===== config.mk =====
export PLATFORM = sky130hd
export DESIGN_NAME = add_pipe
export DESIGN_NICKNAME = d
export VERILOG_FILES = /design/src/rtl/add_pipe_pkg.sv /design/src/rtl/add_pipe_slice.sv /design/src/rtl/add_pipe.sv
export SDC_FILE = /design/constraint.sdc
export NUM_CORES = 1
export LEC_CHECK = 0
export CAP_MARGIN = 20
export CORE_MARGIN = 2
export CORE_UTILIZATION = 39
export DETAILED_ROUTE_END_ITERATION = 16
export SYNTH_ARGS = -nofsm -noshare
export SYNTH_HDL_FRONTEND = slang
export SYNTH_SLANG_ARGS = --single-unit

===== constraint.sdc =====
create_clock -name in_clk -period 2.9 [get_ports in_clk]
set_input_delay 0.58 -clock in_clk [delete_from_list [all_inputs] [get_ports in_clk]]
set_output_delay 0.58 -clock in_clk [all_outputs]
set_load 0.02 [all_outputs]

===== src/rtl/add_pipe_pkg.sv =====
// ============================================================================
// add_pipe_pkg : operation-mode encodings shared by the add_pipe datapath
// Revision     : 1.0 - initial release
// ============================================================================
`default_nettype none

package add_pipe_pkg;

  localparam logic OP_ADD        = 1'b0;
  localparam logic OP_SUB        = 1'b1;
  localparam logic MODE_UNSIGNED = 1'b0;
  localparam logic MODE_SIGNED   = 1'b1;

endpackage : add_pipe_pkg

`default_nettype wire


===== src/rtl/add_pipe_slice.sv =====
// ============================================================================
// add_slice : one registered CHUNK-bit carry-propagating adder stage
// Revision  : 1.0 - initial release
// ============================================================================
`default_nettype none

module add_slice
  import add_pipe_pkg::*;
#(
  parameter int WIDTH = 16,
  parameter int CHUNK = 4,
  parameter int IDX   = 0,
  parameter bit LAST  = 1'b0
) (
  input  logic             clk_i,
  input  logic             rst_i,
  input  logic             en_i,
  input  logic             valid_i,
  input  logic             sub_i,
  input  logic             signed_i,
  input  logic             carry_i,
  input  logic [WIDTH:0]   a_i,
  input  logic [WIDTH:0]   b_i,
  input  logic [WIDTH:0]   y_i,
  output logic             valid_o,
  output logic             sub_o,
  output logic             signed_o,
  output logic             carry_o,
  output logic             ovf_o,
  output logic [WIDTH:0]   a_o,
  output logic [WIDTH:0]   b_o,
  output logic [WIDTH:0]   y_o
);

  localparam int LO = IDX * CHUNK;

  logic [CHUNK:0] w_sum;
  logic [WIDTH:0] y_d;
  logic           ovf_d;

  logic           valid_q;
  logic           sub_q;
  logic           signed_q;
  logic           carry_q;
  logic           ovf_q;
  logic [WIDTH:0] a_q;
  logic [WIDTH:0] b_q;
  logic [WIDTH:0] y_q;

  assign w_sum = {1'b0, a_i[LO +: CHUNK]} + {1'b0, b_i[LO +: CHUNK]}
               + {{CHUNK{1'b0}}, carry_i};

  // The last stage also folds the extension bit in, using its own carry-out.
  always_comb begin
    y_d              = y_i;
    y_d[LO +: CHUNK] = w_sum[CHUNK-1:0];
    if (LAST) begin
      y_d[WIDTH] = a_i[WIDTH] ^ b_i[WIDTH] ^ w_sum[CHUNK];
    end
  end

  always_comb begin
    ovf_d = y_d[WIDTH];
    if (signed_i == MODE_SIGNED) begin
      ovf_d = y_d[WIDTH] ^ y_d[WIDTH-1];
    end
  end

  always_ff @(posedge clk_i) begin
    if (rst_i) begin
      valid_q  <= 1'b0;
      sub_q    <= 1'b0;
      signed_q <= 1'b0;
      carry_q  <= 1'b0;
      ovf_q    <= 1'b0;
      a_q      <= '0;
      b_q      <= '0;
      y_q      <= '0;
    end else if (en_i) begin
      valid_q  <= valid_i;
      sub_q    <= sub_i;
      signed_q <= signed_i;
      carry_q  <= w_sum[CHUNK];
      ovf_q    <= ovf_d;
      a_q      <= a_i;
      b_q      <= b_i;
      y_q      <= y_d;
    end
  end

  assign valid_o  = valid_q;
  assign sub_o    = sub_q;
  assign signed_o = signed_q;
  assign carry_o  = carry_q;
  assign ovf_o    = ovf_q;
  assign a_o      = a_q;
  assign b_o      = b_q;
  assign y_o      = y_q;

endmodule : add_slice

`default_nettype wire


===== src/rtl/add_pipe.sv =====
// ============================================================================
// add_pipe : pipelined signed/unsigned add/sub with valid/ready handshakes
// Revision : 1.0 - initial release
// ============================================================================
`default_nettype none

module add_pipe
  import add_pipe_pkg::*;
#(
  parameter int WIDTH = 16,
  parameter int CHUNK = 4
) (
  input  logic             in_clk,
  input  logic             in_rst,
  input  logic             in_valid,
  output logic             out_ready,
  input  logic [WIDTH-1:0] in_a,
  input  logic [WIDTH-1:0] in_b,
  input  logic             in_sub,
  input  logic             in_signed,
  output logic             out_valid,
  input  logic             in_ready,
  output logic [WIDTH:0]   out_y,
  output logic             out_ovf
);

  localparam int STAGES = WIDTH / CHUNK;

  // Index k is the input of stage k; index k+1 is its registered output.
  logic [STAGES:0] w_valid;
  logic [STAGES:0] w_sub;
  logic [STAGES:0] w_sgn;
  logic [STAGES:0] w_carry;
  logic [STAGES:0] w_ovf;
  logic [WIDTH:0]  w_a [0:STAGES];
  logic [WIDTH:0]  w_b [0:STAGES];
  logic [WIDTH:0]  w_y [0:STAGES];
  logic [WIDTH:0]  w_bx;
  logic            w_advance;
  logic            w_unused;

  assign out_ready = !out_valid || in_ready;
  assign w_advance = out_ready;

  // Subtraction is folded in up front: invert B here, carry-in of 1 below.
  assign w_bx       = {(in_signed == MODE_SIGNED) & in_b[WIDTH-1], in_b};
  assign w_a[0]     = {(in_signed == MODE_SIGNED) & in_a[WIDTH-1], in_a};
  assign w_b[0]     = (in_sub == OP_SUB) ? ~w_bx : w_bx;
  assign w_y[0]     = '0;
  assign w_valid[0] = in_valid;
  assign w_sub[0]   = in_sub;
  assign w_sgn[0]   = in_signed;
  assign w_carry[0] = (in_sub == OP_SUB);
  assign w_ovf[0]   = 1'b0;

  for (genvar k = 0; k < STAGES; k++) begin : g_stage
    add_slice #(
      .WIDTH (WIDTH),
      .CHUNK (CHUNK),
      .IDX   (k),
      .LAST  (k == STAGES - 1)
    ) u_slice (
      .clk_i    (in_clk),
      .rst_i    (in_rst),
      .en_i     (w_advance),
      .valid_i  (w_valid[k]),
      .sub_i    (w_sub[k]),
      .signed_i (w_sgn[k]),
      .carry_i  (w_carry[k]),
      .a_i      (w_a[k]),
      .b_i      (w_b[k]),
      .y_i      (w_y[k]),
      .valid_o  (w_valid[k+1]),
      .sub_o    (w_sub[k+1]),
      .signed_o (w_sgn[k+1]),
      .carry_o  (w_carry[k+1]),
      .ovf_o    (w_ovf[k+1]),
      .a_o      (w_a[k+1]),
      .b_o      (w_b[k+1]),
      .y_o      (w_y[k+1])
    );
  end

  assign out_valid = w_valid[STAGES];
  assign out_y     = w_y[STAGES];
  assign out_ovf   = w_ovf[STAGES];

  // Fully resolved ops no longer need their operands or intermediate flags.
  assign w_unused = ^{w_ovf[STAGES-1:0], w_sub[STAGES], w_sgn[STAGES],
                      w_carry[STAGES], w_a[STAGES], w_b[STAGES]};

endmodule : add_pipe

`default_nettype wire


==> summary.md <==
| Metric | Value |
|---|---|
| CP max FO | `2` |
| CTS sink cnt | `106` |
| Post-DRT Antenna Nets | `0` |
| Seq. cell area | `2120 um^2` |
| Comb pwr share | `11.1%` |
| CP endpoint kind | `primary output` |
| TritonCTS Buffers | `9` |
| Mux cell area share after synthesis | `less than 1%` |
| Clock Power Share | `34.7%` |
| Post-synthesis average cell area | `8.46 um^2` |
| Crit path kind | `in2out` |
| Simple-Gate Fraction of Synth Area | `between 10% and 20%` |
| Final HPWL DP | `around 5400 um` |
| Worst slew margin relative to its limit | `about 58%` |
| Detailed Route WL | `between 8000 and 9000 um` |
| Routed vias/inst | `roughly 4.8` |
| Syn nets | `569` |
| Number of port buffers | `57` |
| Setup Fix Bufs, Post-CTS | `0` |
| Drt pass-1 iters | `4` |
| Pint | `2.23 mW` |
| Worst-case vdd ir drop | `roughly 0.21 mV` |
| Clk root buf | `clkbuf_8` |
| Clk_skew | `about 0.016 ns` |
| Routed length per placed instance | `12.1 um` |
| Least-Margin Pin Slew | `0.631 ns` |
| DR vias | `3333` |
| CTS hold repair buffers | `0` |
| Compound-gate portion of the synthesized area | `approximately 16%` |
| MaxCap Viol Count | `0` |
| Count of final max-slew check failures | `0` |
| Die width | `approximately 110 um` |
| Most frequent cells in the layout | `nand2_1 (159), dfxtp_1 (106), a21oi_1 (83)` |
| Setup crit start | `in_ready` |
| Combinational family with the most area after synthesis | `simple AND/OR/NAND/NOR gates` |
| Fmax | `0.395 GHz` |
| H-tree depth | `3` |
| Synth Area in XOR/XNOR | `5.26%` |
| CTS tree | `yes` |
| Pwr Density | `566 nW/um^2` |
| Core Area | `10800 um^2` |
| RSZ-0062 raised after global routing | `false` |
| Final hold vios | `0` |
| Post_cts resized | `0` |
| Clock tree buffer depth | `2` |
| Synth Register Bits | `106` |
| Worst-path clk slew | `approximately 0.090 ns` |
| Min-delay worst type | `reg2reg` |
| FF-to-FF path depth | `7` |
| Pin count of the biggest net entering global routing | `119` |
| Sw Share | `between 20% and 30%` |
| Hold_sp | `g_stage[3].u_slice.y_o[7]` |
| Min Tclk post-route | `about 2.5 ns` |
| Routability cong. | `0.730` |
| Clk Latency, worst-skew pair | `~0.37 ns` |
| Die Area | `12000 um^2` |
| Yosys Warn Count | `0` |
| Status | `completed` |
| Worst Hold Path EP | `g_stage[3].u_slice.y_o[7]` |
| Initial Util | `39.9%` |
| Commonest non-fill, non-tap cell in the layout | `nand2_1` |
| Reg power frac | `54.2%` |
| Final Setup Violations | `0` |
| CP arrival | `1.95 ns` |
| Final Worst Setup Slack | `between 0.3 and 0.4 ns` |
| Initial DRC count | `134` |
| Rows | `38` |
| Synthesized netlist cell count | `512` |
| Global-route wire length before repair | `14100 um` |
| Adder-cell share of the synthesized area | `6.71%` |
| Post-synth cell types | `31` |
| DRC Markers | `0` |
| GR Overflow Total | `0` |
| Period utilisation layout | `87.4%` |
| Worst endpoint required time | `2.32 ns` |
| Num ports | `58` |
| Dpl ws | `0.350 ns` |
| Hold Path Cell Cnt | `2` |
| Psw | `0.708 mW` |
| R2r setup slk | `around 0.64 ns` |
| Ratio of cells with drive above 1 in the final layout | `between 5 and 6%` |
| Vias in the first global route | `3083` |
| All-Layer GR Usage | `14.9%` |
| # diodes | `0` |
| Initial antenna violation count | `0` |
| Leak Pwr | `2.02 nW` |
| R2R Path End | `g_stage[3].u_slice.ovf_o` |
| P&R area growth vs syn | `19.9%` |
| Fillers | `between 1000 and 1500` |
| Mapped cell area | `4330 um^2` |
| Die Span Y | `109 um` |
| Area occupied by multi-input gates | `between 2000 and 2500 um^2` |
| Seq/Total Area, Yosys | `between 40 and 50%` |
| Fin Setup TNS | `0 ns` |
| Crit Reg-Reg Startpoint | `g_stage[2].u_slice.b_o[12]` |
| # nets final | `608` |
| Worst setup SP type | `input pin` |
-- cell type report --
| class | count | share of cell area (%) |
|---|---|---|
| Clock buffer | 11 | 2.72 |
| Multi-Input combinational cell | 362 | 38.5 |
| Timing Repair Buffer | 65 | 12.3 |
| Inverter | 7 | 0.530 |
| Sequential cell | 106 | 40.9 |
| Clock inverter | 5 | 1.64 |
| Tap cell | 140 | 3.37 |
-- sequential cells by signal (all words and copies together) (netlist names) --
register,count
g_stage.u_slice.y_o,41
g_stage.u_slice.a_o,27
g_stage.u_slice.b_o,27
g_stage.u_slice.valid_o,4
g_stage.u_slice.carry_o,3
g_stage.u_slice.signed_o,3
g_stage.u_slice.ovf_o,1
-- worst max-delay path by stage --
stage	to	slack, ns	cells after the start
6_report	out_ready	0.37	4
5_1_grt	out_ready	0.34	4
4_1_cts	out_ready	0.35	4
3_5_place_dp	out_ready	0.35	4
3_3_place_gp	out_ready	0.36	4
2_1_floorplan	g_stage[0].u_slice.carry_o	0.78	7
-- worst max-delay path, cell delays in order --
cell,delay [ns]
clkdlybuf4s50_1,0.46
and2b_2,0.23
clkinv_2,0.06
clkdlybuf4s50_1,0.63
-- power groups by stage --
stage | Sequential (mW) | Combinational, mW | Clock (mW)
6_report | 1.59 | 0.327 | 1.02
5_1_grt | 1.61 | 0.370 | 1.11
4_1_cts | 1.59 | 0.331 | 1.06
3_5_place_dp | 1.63 | 0.330 | 0
3_3_place_gp | 1.63 | 0.324 | 0
2_1_floorplan | 1.63 | 0.202 | 0
-- cell families (layout without fill, tap and decap cells) --
logic type / Yosys count / count (layout)
adders and majority gates: 19 / 19
buffers and inverters: 44 / 88
DFF: 106 / 106
AOI/OAI and AO/OA: 119 / 119
xor gates and xnor gates: 26 / 26
and+or+nand+nor: 197 / 197
muxes: 1 / 1
-- routing by layer --
metal	vias to the layer above	global-route usage, %	routed length [um]
met5	-	0	0
met4	0	4.61	91
met3	9	3.97	311
met2	42	24.5	3940
met1	1528	19.1	4050
li1	1754	-	-
-- per-stage QoR --
stage	total power [mW]	instance area [um^2]	instances	hold WS, ns	util [%]
6_report	2.94	5190	696	0.454	47.9
5_1_grt	3.08	5190	696	0.469	47.9
4_1_cts	2.98	5190	696	0.451	47.9
3_5_place_dp	1.96	4970	680	0.444	45.8
3_3_place_gp	1.95	4970	680	0.438	45.8
2_1_floorplan	1.83	4330	512	0.432	-
-- cell usage after synthesis (all sizes together) --
master  count  area (um^2)
fa          7          140
a21boi      1         7.51
a211oi     24          180
inv         7         26.3
nand3       2         10.0
o41ai       1         16.3
o21a        1         7.51
or3b        1         8.76
xnor2      19          166
o21ai       2         10.0
nand4b      1         8.76
and2b       1         7.51
or4         1         7.51
a21oi      84          424
a21o        6         45.0
buf        25          136
nor2b       2         12.5
nor2       25         93.8
clkbuf     12         45.0
ha         12          150
xor2        7         61.3
nor3        3         15.0
dfxtp     106         2120
nand3b      2         15.0
mux2        1         15.0
nand2     159          597
(Power assumes the default switching activity.)
